--- src/rtl/demux_rr_dispatcher.sv ---
// demux_rr_dispatcher: one-item holding stage that hands a single upstream
// valid/ready stream to one of N consumer channels, picked either round-robin
// or by an explicit select sampled when the item is accepted.
module demux_rr_dispatcher #(
   parameter int unsigned WIDTH = 8,
   parameter int unsigned N     = 4
) (
   input  logic                  clk,
   input  logic                  rst,
   input  logic                  mode,
   input  logic [$clog2(N)-1:0]  sel,
   input  logic [WIDTH-1:0]      in_data,
   input  logic                  in_valid,
   output logic                  in_ready,
   output logic [WIDTH-1:0]      out_data,
   output logic [N-1:0]          out_valid,
   input  logic [N-1:0]          out_ready,
   output logic [$clog2(N)-1:0]  rr_ptr,
   output logic [15:0]           sent_count,
   output logic                  err_drop
);

   localparam int unsigned SW = $clog2(N);
   localparam int unsigned CW = 16;

   typedef enum logic {
      S_EMPTY = 1'b0,
      S_HOLD  = 1'b1
   } state_t;

   state_t           state_q, state_d;
   logic [WIDTH-1:0] data_q, data_d;
   logic [N-1:0]     valid_q, valid_d;
   logic [SW-1:0]    rr_q, rr_d;
   logic [CW-1:0]    cnt_q, cnt_d;
   logic             err_q, err_d;

   logic             fire_c;
   logic             accept_c;
   logic [SW-1:0]    dest_c;
   logic             dest_ok_c;
   logic [N-1:0]     onehot_c;

   // Handshake decode: delivery, acceptance and destination of the incoming item
   always_comb begin
      fire_c    = |(valid_q & out_ready);
      in_ready  = ~rst & ((state_q == S_EMPTY) | fire_c);
      accept_c  = in_valid & in_ready;
      dest_c    = mode ? sel : rr_q;
      // Only reachable as false when N is not a power of two
      dest_ok_c = ({1'b0, dest_c} < (SW+1)'(N));
      onehot_c  = N'(1) << dest_c;
   end

   // Next-state, holding register, pointer, counter and drop pulse
   always_comb begin
      state_d = state_q;
      data_d  = data_q;
      valid_d = valid_q;
      rr_d    = rr_q;
      cnt_d   = cnt_q;
      err_d   = 1'b0;

      if (fire_c) begin
         cnt_d = cnt_q + CW'(1);
      end

      // Pointer advances on every round-robin accept, dropped or not
      if (accept_c && !mode) begin
         rr_d = (rr_q == SW'(N - 1)) ? '0 : rr_q + SW'(1);
      end

      case (state_q)
         S_EMPTY: begin
            if (accept_c) begin
               data_d = in_data;
               if (dest_ok_c) begin
                  state_d = S_HOLD;
                  valid_d = onehot_c;
               end else begin
                  err_d = 1'b1;
               end
            end
         end
         S_HOLD: begin
            // In HOLD an accept can only happen together with a fire
            if (accept_c) begin
               data_d = in_data;
               if (dest_ok_c) begin
                  valid_d = onehot_c;
               end else begin
                  err_d   = 1'b1;
                  state_d = S_EMPTY;
                  valid_d = '0;
               end
            end else if (fire_c) begin
               state_d = S_EMPTY;
               valid_d = '0;
            end
         end
         default: begin
            state_d = S_EMPTY;
            valid_d = '0;
         end
      endcase
   end

   // State registers with synchronous reset
   always_ff @(posedge clk) begin
      if (rst) begin
         state_q <= S_EMPTY;
         data_q  <= '0;
         valid_q <= '0;
         rr_q    <= '0;
         cnt_q   <= '0;
         err_q   <= 1'b0;
      end else begin
         state_q <= state_d;
         data_q  <= data_d;
         valid_q <= valid_d;
         rr_q    <= rr_d;
         cnt_q   <= cnt_d;
         err_q   <= err_d;
      end
   end

   assign out_data   = data_q;
   assign out_valid  = valid_q;
   assign rr_ptr     = rr_q;
   assign sent_count = cnt_q;
   assign err_drop   = err_q;

endmodule
--- config.mk ---
export PLATFORM = sky130hd
export DESIGN_NAME = demux_rr_dispatcher
export DESIGN_NICKNAME = d
export VERILOG_FILES = /design/src/rtl/demux_rr_dispatcher.sv
export SDC_FILE = /design/constraint.sdc
export NUM_CORES = 1
export LEC_CHECK = 0
export CORE_ASPECT_RATIO = 1.4
export CORE_MARGIN = 3
export CORE_UTILIZATION = 35
export CTS_CLUSTER_SIZE = 8
export DETAILED_ROUTE_END_ITERATION = 8
export PLACE_DENSITY_LB_ADDON = 0.2
export SLEW_MARGIN = 5
export SYNTH_ARGS = -nofsm -noshare
export SYNTH_HDL_FRONTEND = slang
export SYNTH_SLANG_ARGS = --single-unit
export TNS_END_PERCENT = 1
--- constraint.sdc ---
create_clock -name clk -period 1.97 [get_ports clk]
set_input_delay 0.394 -clock clk [delete_from_list [all_inputs] [get_ports clk]]
set_output_delay 0.394 -clock clk [all_outputs]
set_load 0.005 [all_outputs]
==> After elaboration in Yosys (flattened, before gate mapping) <==
Index checks and enable logic that the tools add are counted.
Widths: inputs -> output; s select.
{ "word_totals": {"output_inout_bits": 32, "word_cells": 32, "regBits": 31, "input_bits": 18} }
{ "classes": {"bitwise": 6, "eq_ne": 3, "addsub": 2, "reduce_logical": 4, "n_mux": 11, "shift": 1} }
{ "op_table": {"columns": ["operator", "n"], "rows": [
  ["$add 16x1->16 const B", 1],
  ["$mux 4", 3],
  ["$mux 8", 1],
  ["$pmux 4 s2", 1],
  ["$and 4x4->4", 1],
  ["$mux 2", 2],
  ["$reduce_or 4->1", 1],
  ["$shl 1x2->4 const A", 1],
  ["$mux 1", 3],
  ["$ne 3x1->1 const B", 1],
  ["$add 2x1->2 const B", 1],
  ["$and 1x1->1", 2],
  ["$eq 2x2->1 const B", 1],
  ["$ne 2x2->1 const B", 1],
  ["$not 1->1", 2],
  ["$pmux 1 s2", 1],
  ["$reduce_and 2->1", 1],
  ["$logic_and 1x1->1", 1],
  ["$logic_not 1->1", 1],
  ["$or 1x1->1", 1]
]} }

==> Logic depth before layout (Yosys ltp) <==
{ "depth": {"depth_word": 7, "ltp_mapped": 5} }

==> Worst setup path after synthesis <==
Ideal clock, no wire load.
{ "synth_timing": {"path_type": "register to register", "startpoint": "reg cnt_q[0], in the netlist sent_count[0]", "endpoint": "reg cnt_q[14], in the netlist sent_count[14]", "slack_ns": 0.417, "t_required_ns": 1.899, "stages_incl_launch_ff": 5, "arrival_time_ns": 1.483, "cell_sequence": "dfxtp_1 -> ha_1 -> o211ai_2 -> or4_2 -> a21oi_1"} }
{ "synth_between": {"elab_chain_len": 1} }
{ "synth_rtl": {"columns": ["item", "line", "text"], "rows": [
  ["start: declaration", "35", "logic [CW-1:0] cnt_q, cnt_d;"],
  ["start signal: assignment", "122", "cnt_q <= cnt_d;"],
  ["$add 16x1->16", "65", "cnt_d = cnt_q + CW'(1);"]
]} }
No other way between the ends.
A chain may end at the register's enable or synchronous reset.

==> Final worst setup path <==
{ "layout_timing": {"startpoint": "in out_ready[2]", "endpoint": "out in_ready"} }
{ "layout_between": {"elab_chain_len": 4} }
{ "layout_rtl": {"columns": ["item", "line", "text"], "rows": [
  ["start: declaration", "17", "input logic [N-1:0] out_ready,"],
  ["$and 4x4->4", "46", "fire_c = |(valid_q & out_ready);"],
  ["$reduce_or 4->1", "46", null],
  ["$or 1x1->1", "47", "in_ready = ~rst & ((state_q == S_EMPTY) | fire_c);"],
  ["$and 1x1->1", "47", null],
  ["end: declaration", "14", "output logic in_ready,"]
]} }
No other way between the ends.

==> results.cfg <==
[critical_path]
cp_data_required_time_ps = 1580
crit_buf_inv = 2
critPathLaunchType = primary input
critPathMaxStageDelay_ps = 440
reg2regPathDepth = 4
crit_arrival_ps = 1450
crit_fanout = 2
crit_chain = clkdlybuf4s50_1 > a22oi_2 > a31oi_1 > dlygate4sd2_1
cp-end-kind = output port
crit_slowest_cell = clkdlybuf4s50_1
path_class = in2out
path_depth = 4
crit_family = buffers and inverters

[synthesis]
yosys_warnings = 0
synthCells = 159
synth_nets = 179
synth_area_sq_um = 1431
synth-seq-cells = 31
syn_area_per_cell_sq_um = 9.002
ys_types = 37
ys_seq_area_share_pct = 43.36

[sta]
min_period_over_period_pct = 93.78
drv_slew = 0
rsz0062_at_grt = no
fin_ws_ps = 122.5
fin_skew_ps = 5.296
min_period_ps = 1848
setup_viol = 0
hold_viol_final = 0
holdWs_ps = 476.6
fmax_ghz = 0.5413
setup_tns_ps = 0

[power_and_ir_drop]
power_frac_seq_pct = 49.5
power.leakage_nw = 0.7822
p_sw_w = 0.0003146
peakVddDrop_mv = 0.4140
p_per_area_nw_per_um2 = 614.9
p_clk_share_pct = 38.1
p_int_w = 0.001022
swShare_pct = 23.54
combPwrFrac_pct = 12.4

[placed_design]
dp.cells = 262
post-place-ws_ps = -171.7
post-dp-hpwl_microns = 2922
globalplace.congestion = 0.7431
port_buffers = 48
dpl-instance-area_sq_um = 2087

[floorplanning]
io_pins = 50
die_x_microns = 60.05
std_cell_rows = 26
initial_utilization_pct = 37.61
die_height_microns = 81.67
die_area_sq_um = 4904
core_sq_um = 3806

[layout]
nNetsFinal = 247
fin_area_sq_um = 2173
fin_cells = 269
fillers = 348
n_antenna_cell = 0
drive_gt1_share_pct = 16.74
final_cell_mix = clkdlybuf4s50_1 (47), dfxtp_1 (31), buf_4 (19), nand2_1 (15), a21oi_1 (15)
syn2layout_area_growth_pct = 51.84
layout_commonest_cell = clkdlybuf4s50_1

[global_routing]
grt_pass1_vias = 1422
overflow = 0
grt_pass1_wl_microns = 6299
antenna_found_initial = 0
grtUsageTotal_pct = 17.09
grt_max_degree = 15

[cts]
postCtsHoldBufs = 0
clk_latency_ps = 290
cts_made_buffers = 5
tritoncts = built
clkTransAtPathRegs_ps = 60
htree_levels = 2
clockBufferDepth = 2
post-cts-setup-buffer-count = 0
cts-root-buf = clkbuf_8
cts_sinks = 31

[drt]
via_per_inst = 5.387
wl_per_cell_microns = 14.32
drt-pass1-iter-count = 4
drcViolationCount = 0
vias = 1449
ant_nets = 0
first_iter_violations = 39
wl_microns = 3852

[outcome]
status = finished, final reports clean

[min_path]
min_path_type = reg2reg
min_path_cells = 2

[run]
maxCapViolCount = 0
-- layer usage --
metal  part of all wire (%)  track usage [%]  up-vias
met4                    2.0            7.982        0
li1                       -                -      720
met5                      0                0        -
met3                    5.9            4.874        6
met2                     53            31.17       43
met1                     39            17.39      680
-- registers in the layout, indices dropped and copies added, names as in the netlist --
register / cells
out_data: 8
out_valid: 4
rr_ptr: 2
sent_count: 16
state_q: 1
-- per-stage QoR --
stage | util, % | power, W
6_report | 57.10 | 0.001336
2_1_floorplan | - | 0.0007319
5_1_grt | 57.10 | 0.001402
4_1_cts | 57.10 | 0.001361
3_3_place_gp | 54.83 | 0.0008381
3_5_place_dp | 54.83 | 0.0008441
-- cell usage after synthesis --
master,n,share of area (%)
a22o_1,2,1.2
a31oi_1,1,0.44
or4_1,2,1.0
nand4_1,2,0.87
o31ai_1,5,2.6
a211o_4,1,1.2
conb_1,1,0.26
xnor2_1,4,2.4
clkbuf_1,5,1.3
and3_2,1,0.52
dfxtp_1,31,43
nand3_1,6,2.1
a211oi_1,1,0.52
buf_4,1,0.52
or3b_2,1,0.61
nand4_4,1,1.5
nor2_1,9,2.4
and4_1,1,0.61
nand2_1,15,3.9
o2111ai_1,2,1.2
o211ai_2,1,0.87
a21boi_0,1,0.52
a22oi_2,2,1.7
mux2i_1,2,1.4
a311oi_1,1,0.61
o22ai_1,1,0.44
ha_1,2,1.7
or4_2,4,2.4
a21oi_1,15,5.2
a2bb2oi_1,1,0.61
a311o_1,1,0.70
o21ai_0,14,4.9
or3_1,3,1.3
nand2b_1,8,3.5
xor2_1,3,1.8
inv_1,3,0.79
nand3b_1,5,2.6
-- worst paths after layout --
check	from	to	slack, ps
worst max-delay path	out_ready[2]	in_ready	120
worst max register to register	sent_count[8]	sent_count[14]	260
worst min register to register	out_data[6]	out_data[6]	480
worst min-delay path	out_data[6]	out_data[6]	480
-- power groups by stage --
| stage | logic, W | registers [W] | clock network [W] |
|---|---|---|---|
| detailed placement | 0.000168 | 0.000676 | 0 |
| CTS | 0.000168 | 0.000662 | 0.000531 |
| floorplan | 0.0000565 | 0.000675 | 0 |
| global placement | 0.000164 | 0.000675 | 0 |
| finish | 0.000165 | 0.000662 | 0.000509 |
| global route | 0.000181 | 0.000665 | 0.000556 |
-- cell families after synthesis --
kind of cell | count (synthesis) | share of synthesized area (%)
and+or+nand+nor | 58 | 23.43
adders and majority gates | 2 | 1.748
DFF | 31 | 43.36
buffers and inverters | 9 | 2.623
other | 1 | 0.2620
xor gates and xnor gates | 7 | 4.283
AOI/OAI and AO/OA | 49 | 22.90
muxes | 2 | 1.399
-- repair_timing --
item | in CTS | in global routing
hold endpoints to repair | 0 | 0
setup endpoints to repair | 1 | 0
resized for setup | 1 | 0
-- cell type report --
| class | instances | area (sq um) | area share [%] |
|---|---|---|---|
| Clock inverter | 1 | 5.005 | 0.2303 |
| Clock buffer | 6 | 82.58 | 3.800 |
| Multi-Input combinational cell | 119 | 779.5 | 35.87 |
| Inverter | 3 | 11.26 | 0.5181 |
| Tap cell | 42 | 52.55 | 2.418 |
| Timing Repair Buffer | 67 | 621.8 | 28.61 |
| Sequential cell | 31 | 620.6 | 28.56 |
-- worst register-to-register path: cells and delay by family (launching register included) --
kind | cells | cell delay, ps
DFF | 1 | 450
and+or+nand+nor | 3 | 1020
AOI/OAI and AO/OA | 1 | 170
Note: power is estimated with default switching activity, not from simulation.
==> patch 1, RTL diff (config.mk and constraints unchanged) <==
The parameter `N` goes from 4 to 8.
--- a/src/rtl/demux_rr_dispatcher.sv
+++ b/src/rtl/demux_rr_dispatcher.sv
@@ -5,3 +5,3 @@
    parameter int unsigned WIDTH = 8,
-   parameter int unsigned N     = 4
+   parameter int unsigned N     = 8
 ) (
Interface: changed (resized out_ready, out_valid, rr_ptr and sel); port bits go from 50 to 60. No check against the original RTL was run, so the function may have changed too.
==> patch 1 against the unedited design <==
- area after synthesis up 36%
- total power up 22%
- setup slack worse by 140 ps
- die area up 33%
- design area up 28%
- global-route usage down 2.4 points
- sequential cell count up 5
- the flow now finishes with violations (setup timing)
- routed wire length up 17%
- non-clock buffer count up 7
==> patch 1: results (changes against the unedited design) <==
place_area_um2: 2626  # +26%
cts.sinks: 36  # +16%
grt_util_met1: 0.1782  # +0.004327
p_leak_nw: 0.9850  # +26%
yosysUniqueCellTypes: 44  # +19%
synthTopCellsByCount: "dfxtp_1, a21oi_1, nor2b_1"
hpwl_um: 3350  # +15%
drt-initial-drc-count: 44  # +13%
clk_pin_slew_ps: 80  # +20 ps
status: "complete, but fails checks"
failed_checks: "setup timing"
arrival_ps: 2160  # +710 ps
vdd_ir_drop_max_v: 0.0004604  # +11%
finalNetCount: 294  # +19%
setup_ws_ps: -13.50  # -136.0 ps
grtUsageTotal: 0.1470  # -0.02390
yosysSeqAreaShare: 0.3697  # -0.06386
whs_endpoint: "sent_count[10]$_SDFFE_PP0P_"
use_met2: 0.2556  # -0.05612
gp_congestion: 0.7361  # -0.94%
port_buffers: 58  # +21%
routed_wl_um: 4510  # +17%
grt_max_degree: 33  # +18
min_from: "sent_count[10]$_SDFFE_PP0P_"
globalRouteMet3Util: 0.03747  # -0.01127
syn_nets: 228  # +27%
setup_viol_count_final: 3  # +3
drive_above_1_share: 0.2454  # +0.07795
cts_max_level: 2  # unchanged
r2r-start: "out_valid[4]$_SDFFE_PP0P_"
critPathMaxFanout: 3  # +1
reg2reg_to: "rr_ptr[0]$_SDFFE_PP0P_"
## patch 1: cell types whose count changed in the layout (fill, tap and decap cells not counted), sizes merged, moves of 9 or more
cell,before,now
nor2b,0,13
clkdlybuf4s50,47,56
nand2,15,6
mux2,0,15
## patch 1: cell families after synthesis
kind of cell    share of synthesized area
simple gates                       0.2298
compound gates                     0.2137
flops                              0.3697
buf+inv                           0.05648
mux                                0.1046
fa+ha+maj                         0.01926
other cells                      0.001924
xor+xnor                         0.004494
## patch 1: where the power goes
part / internal [W] / leakage, nW / total, W / switching (W)
clock: 0.000376 / 0.0552 / 0.000642 / 0.000267
sequential: 0.000748 / 0.292 / 0.000763 / 0.0000145
combinational: 0.000131 / 0.638 / 0.000228 / 0.0000964
## patch 1: critical path, stage by stage
cell	delay [ps]
clkdlybuf4s50_1	420
a22o_4	270
or4_4	540
o21ai_4	180
mux2_2	350
## patch 1: final cells by class
| type | count | area [um^2] |
|---|---|---|
| clock buffers | 6 | 72.57 |
| clock inverters | 2 | 35.03 |
| fillers | 504 | 2491 |
| inverters | 3 | 11.26 |
| multi-input cells | 148 | 1167 |
| flip-flops and latches | 36 | 720.7 |
| well taps | 66 | 82.58 |
| repair buffers | 74 | 694.4 |
## patch 1: worst max-delay path by stage
stage                                to  cells past startpoint  slack (ps)          from
6_report         rr_ptr[0]$_SDFFE_PP0P_                      5         -10  out_ready[0]
5_1_grt          rr_ptr[0]$_SDFFE_PP0P_                      5         -60  out_ready[0]
4_1_cts                        in_ready                      5          -8  out_ready[2]
3_5_place_dp   out_data[1]$_SDFFE_PP0P_                      6        -400  out_ready[4]
3_3_place_gp   out_data[3]$_SDFFE_PP0P_                      6        -380  out_ready[4]
2_1_floorplan                  in_ready                      5          60  out_ready[2]
## patch 1: per-stage QoR
| step | cells | setup TNS [ps] | hold WS [ps] | setup slack (ps) | total power, W |
|---|---|---|---|---|---|
| 2_1_floorplan | 202 | 0 | 476.6 | 56.16 | 0.0008900 |
| 3_3_place_gp | 326 | -10370 | 479.3 | -379.6 | 0.001001 |
| 3_5_place_dp | 326 | -10840 | 489.3 | -395.1 | 0.001003 |
| 4_1_cts | 335 | -7.824 | 501.2 | -7.824 | 0.001656 |
| 5_1_grt | 335 | -593.2 | 516.9 | -57.91 | 0.001709 |
| 6_report | 335 | -28.35 | 496.5 | -13.50 | 0.001633 |
## patch 1: layer usage
layer / up-vias / wire (um)
met5: - / 0
met4: 0 / 53
met3: 4 / 205
met2: 36 / 2280
met1: 798 / 1970
li1: 888 / -
## patch 1: timing repair
action | CTS | global route
resized for setup | 11 | 2
buffers inserted | 1 | 0
endpoints found under the setup margin | 19 | 27
pin swaps | 7 | 1
==> patch 2, RTL diff (config.mk and constraints unchanged) <==
Made on the original files. Add an input register stage for `mode`, without a reset; this delays it by one clock. The other inputs are not delayed to match.
--- a/src/rtl/demux_rr_dispatcher.sv
+++ b/src/rtl/demux_rr_dispatcher.sv
@@ -30,2 +30,8 @@
 
+   logic mode_q;
+
+   always_ff @(posedge clk) begin
+      mode_q <= mode;
+   end
+
    state_t           state_q, state_d;
@@ -48,3 +54,3 @@
       accept_c  = in_valid & in_ready;
-      dest_c    = mode ? sel : rr_q;
+      dest_c    = mode_q ? sel : rr_q;
       // Only reachable as false when N is not a power of two
@@ -68,3 +74,3 @@
       // Pointer advances on every round-robin accept, dropped or not
-      if (accept_c && !mode) begin
+      if (accept_c && !mode_q) begin
          rr_d = (rr_q == SW'(N - 1)) ? '0 : rr_q + SW'(1);
Behaviour: not the same (Yosys sat finds a counterexample within 4 cycles, from zero or initial values and one cycle with rst high).
==> patch 2 against the unedited design <==
- routed wire length fell by 2.1%
- total power rose by 9.6%
- area after synthesis rose by 1.4%
- design area rose by 1.0%
- setup slack got worse by 27 ps
- die area rose by 1.3%
- sequential cell count rose by 1
- clock skew fell by 1.1 ps
- critical endpoint is now sent_count[10]$_SDFFE_PP0P_
- highest routed layer unchanged
==> patch 2: results (changes against the unedited design) <==
fin_hold_ws_ps: 476.2  # -0.3490 ps
finalNetCount: 245  # -0.81%
grtUsageTotal: 0.1606  # -0.01036
cts.sinks: 32  # +3.2%
critical_path.top_delay_family: "simple AND/OR/NAND/NOR gates"
gp_congestion: 0.7672  # +3.2%
drive_above_1_share: 0.1593  # -0.008109
critPathMaxFanout: 7  # +5
yosysSeqAreaShare: 0.4414  # +0.007813
critPathMaxStageDelay_ps: 650  # +210 ps
p_leak_nw: 0.7835  # +0.16%
drt-vias-per-instance: 5.349  # -0.69%
arrival_ps: 2090  # +640 ps
stdcell_area_um2: 2196  # +1.0%
hpwl_um: 2851  # -2.4%
grt_pass1_wl_um: 6154  # -2.3%
vias: 1439  # -0.69%
clk_share: 0.05071  # +0.01041
n_all_buffers: 64  # -4.5%
clock-skew-final_ps: 4.236  # -1.060 ps
syn_nets: 180  # +0.56%
whs_endpoint: "out_data[5]$_SDFFE_PP0P_"
status: "finished, final reports clean"
nFillCells: 362  # +4.0%
pre_cts_slack_ps: -181.3  # -9.608 ps
grt_max_degree: 14  # -1
syn_to_final_growth_pct: 51.29
min_from: "out_data[5]$_SDFFE_PP0P_"
drt-initial-drc-count: 33  # -15%
routed_wl_um: 3771  # -2.1%
[patch 2: cell count changes after synthesis, sizes merged]
cell   before  now
dfxtp      31   32
[patch 2: cells by family (layout without fill, tap and decap cells)]
family                   count (synthesis)  after routing  share of synthesized area
AND/OR/NAND/NOR                         58             58                     0.2310
XOR/XNOR                                 7              7                    0.04224
multiplexers                             2              2                    0.01379
adder cells (fa/ha/maj)                  2              2                    0.01724
AO/OA/AOI/OAI                           49             49                     0.2259
flip-flops                              32             32                     0.4414
other                                    1              1                   0.002584
buffers and inverters                    9             75                    0.02586
[patch 2: power by group]
part	internal [W]	leakage, nW	switching [W]
Clock	0.000374	0.0541	0.000248
Sequential	0.000668	0.260	0.0000171
Combinational	0.0000977	0.469	0.0000609
Total	0.00114	0.783	0.000326
[patch 2: tightest hold or removal path: stages (launching register included)]
cell      delay [ps]
dfxtp_1          310
nand2b_1          60
o21ai_0           60
[patch 2: worst max path at each step]
stage	slack [ps]	cells past startpoint	from	end
4_1_cts	90	5	out_ready[2]	sent_count[10]$_SDFFE_PP0P_
2_1_floorplan	420	4	sent_count[0]$_SDFFE_PP0P_	sent_count[14]$_SDFFE_PP0P_
6_report	100	5	out_ready[2]	sent_count[10]$_SDFFE_PP0P_
3_5_place_dp	-180	5	out_ready[2]	sent_count[14]$_SDFFE_PP0P_
3_3_place_gp	-130	6	out_ready[0]	sent_count[15]$_SDFFE_PP0P_
5_1_grt	30	8	out_ready[0]	out_valid[0]$_SDFFE_PP0P_
[patch 2: layer usage]
metal | routed length (um) | vias up | GRT usage | share of wire
li1 | - | 714 | - | -
met1 | 1572 | 677 | 0.1816 | 0.42
met2 | 1881 | 43 | 0.2890 | 0.50
met3 | 268 | 5 | 0.03266 | 0.071
met4 | 49 | 0 | 0.06291 | 0.013
met5 | 0 | - | 0 | 0
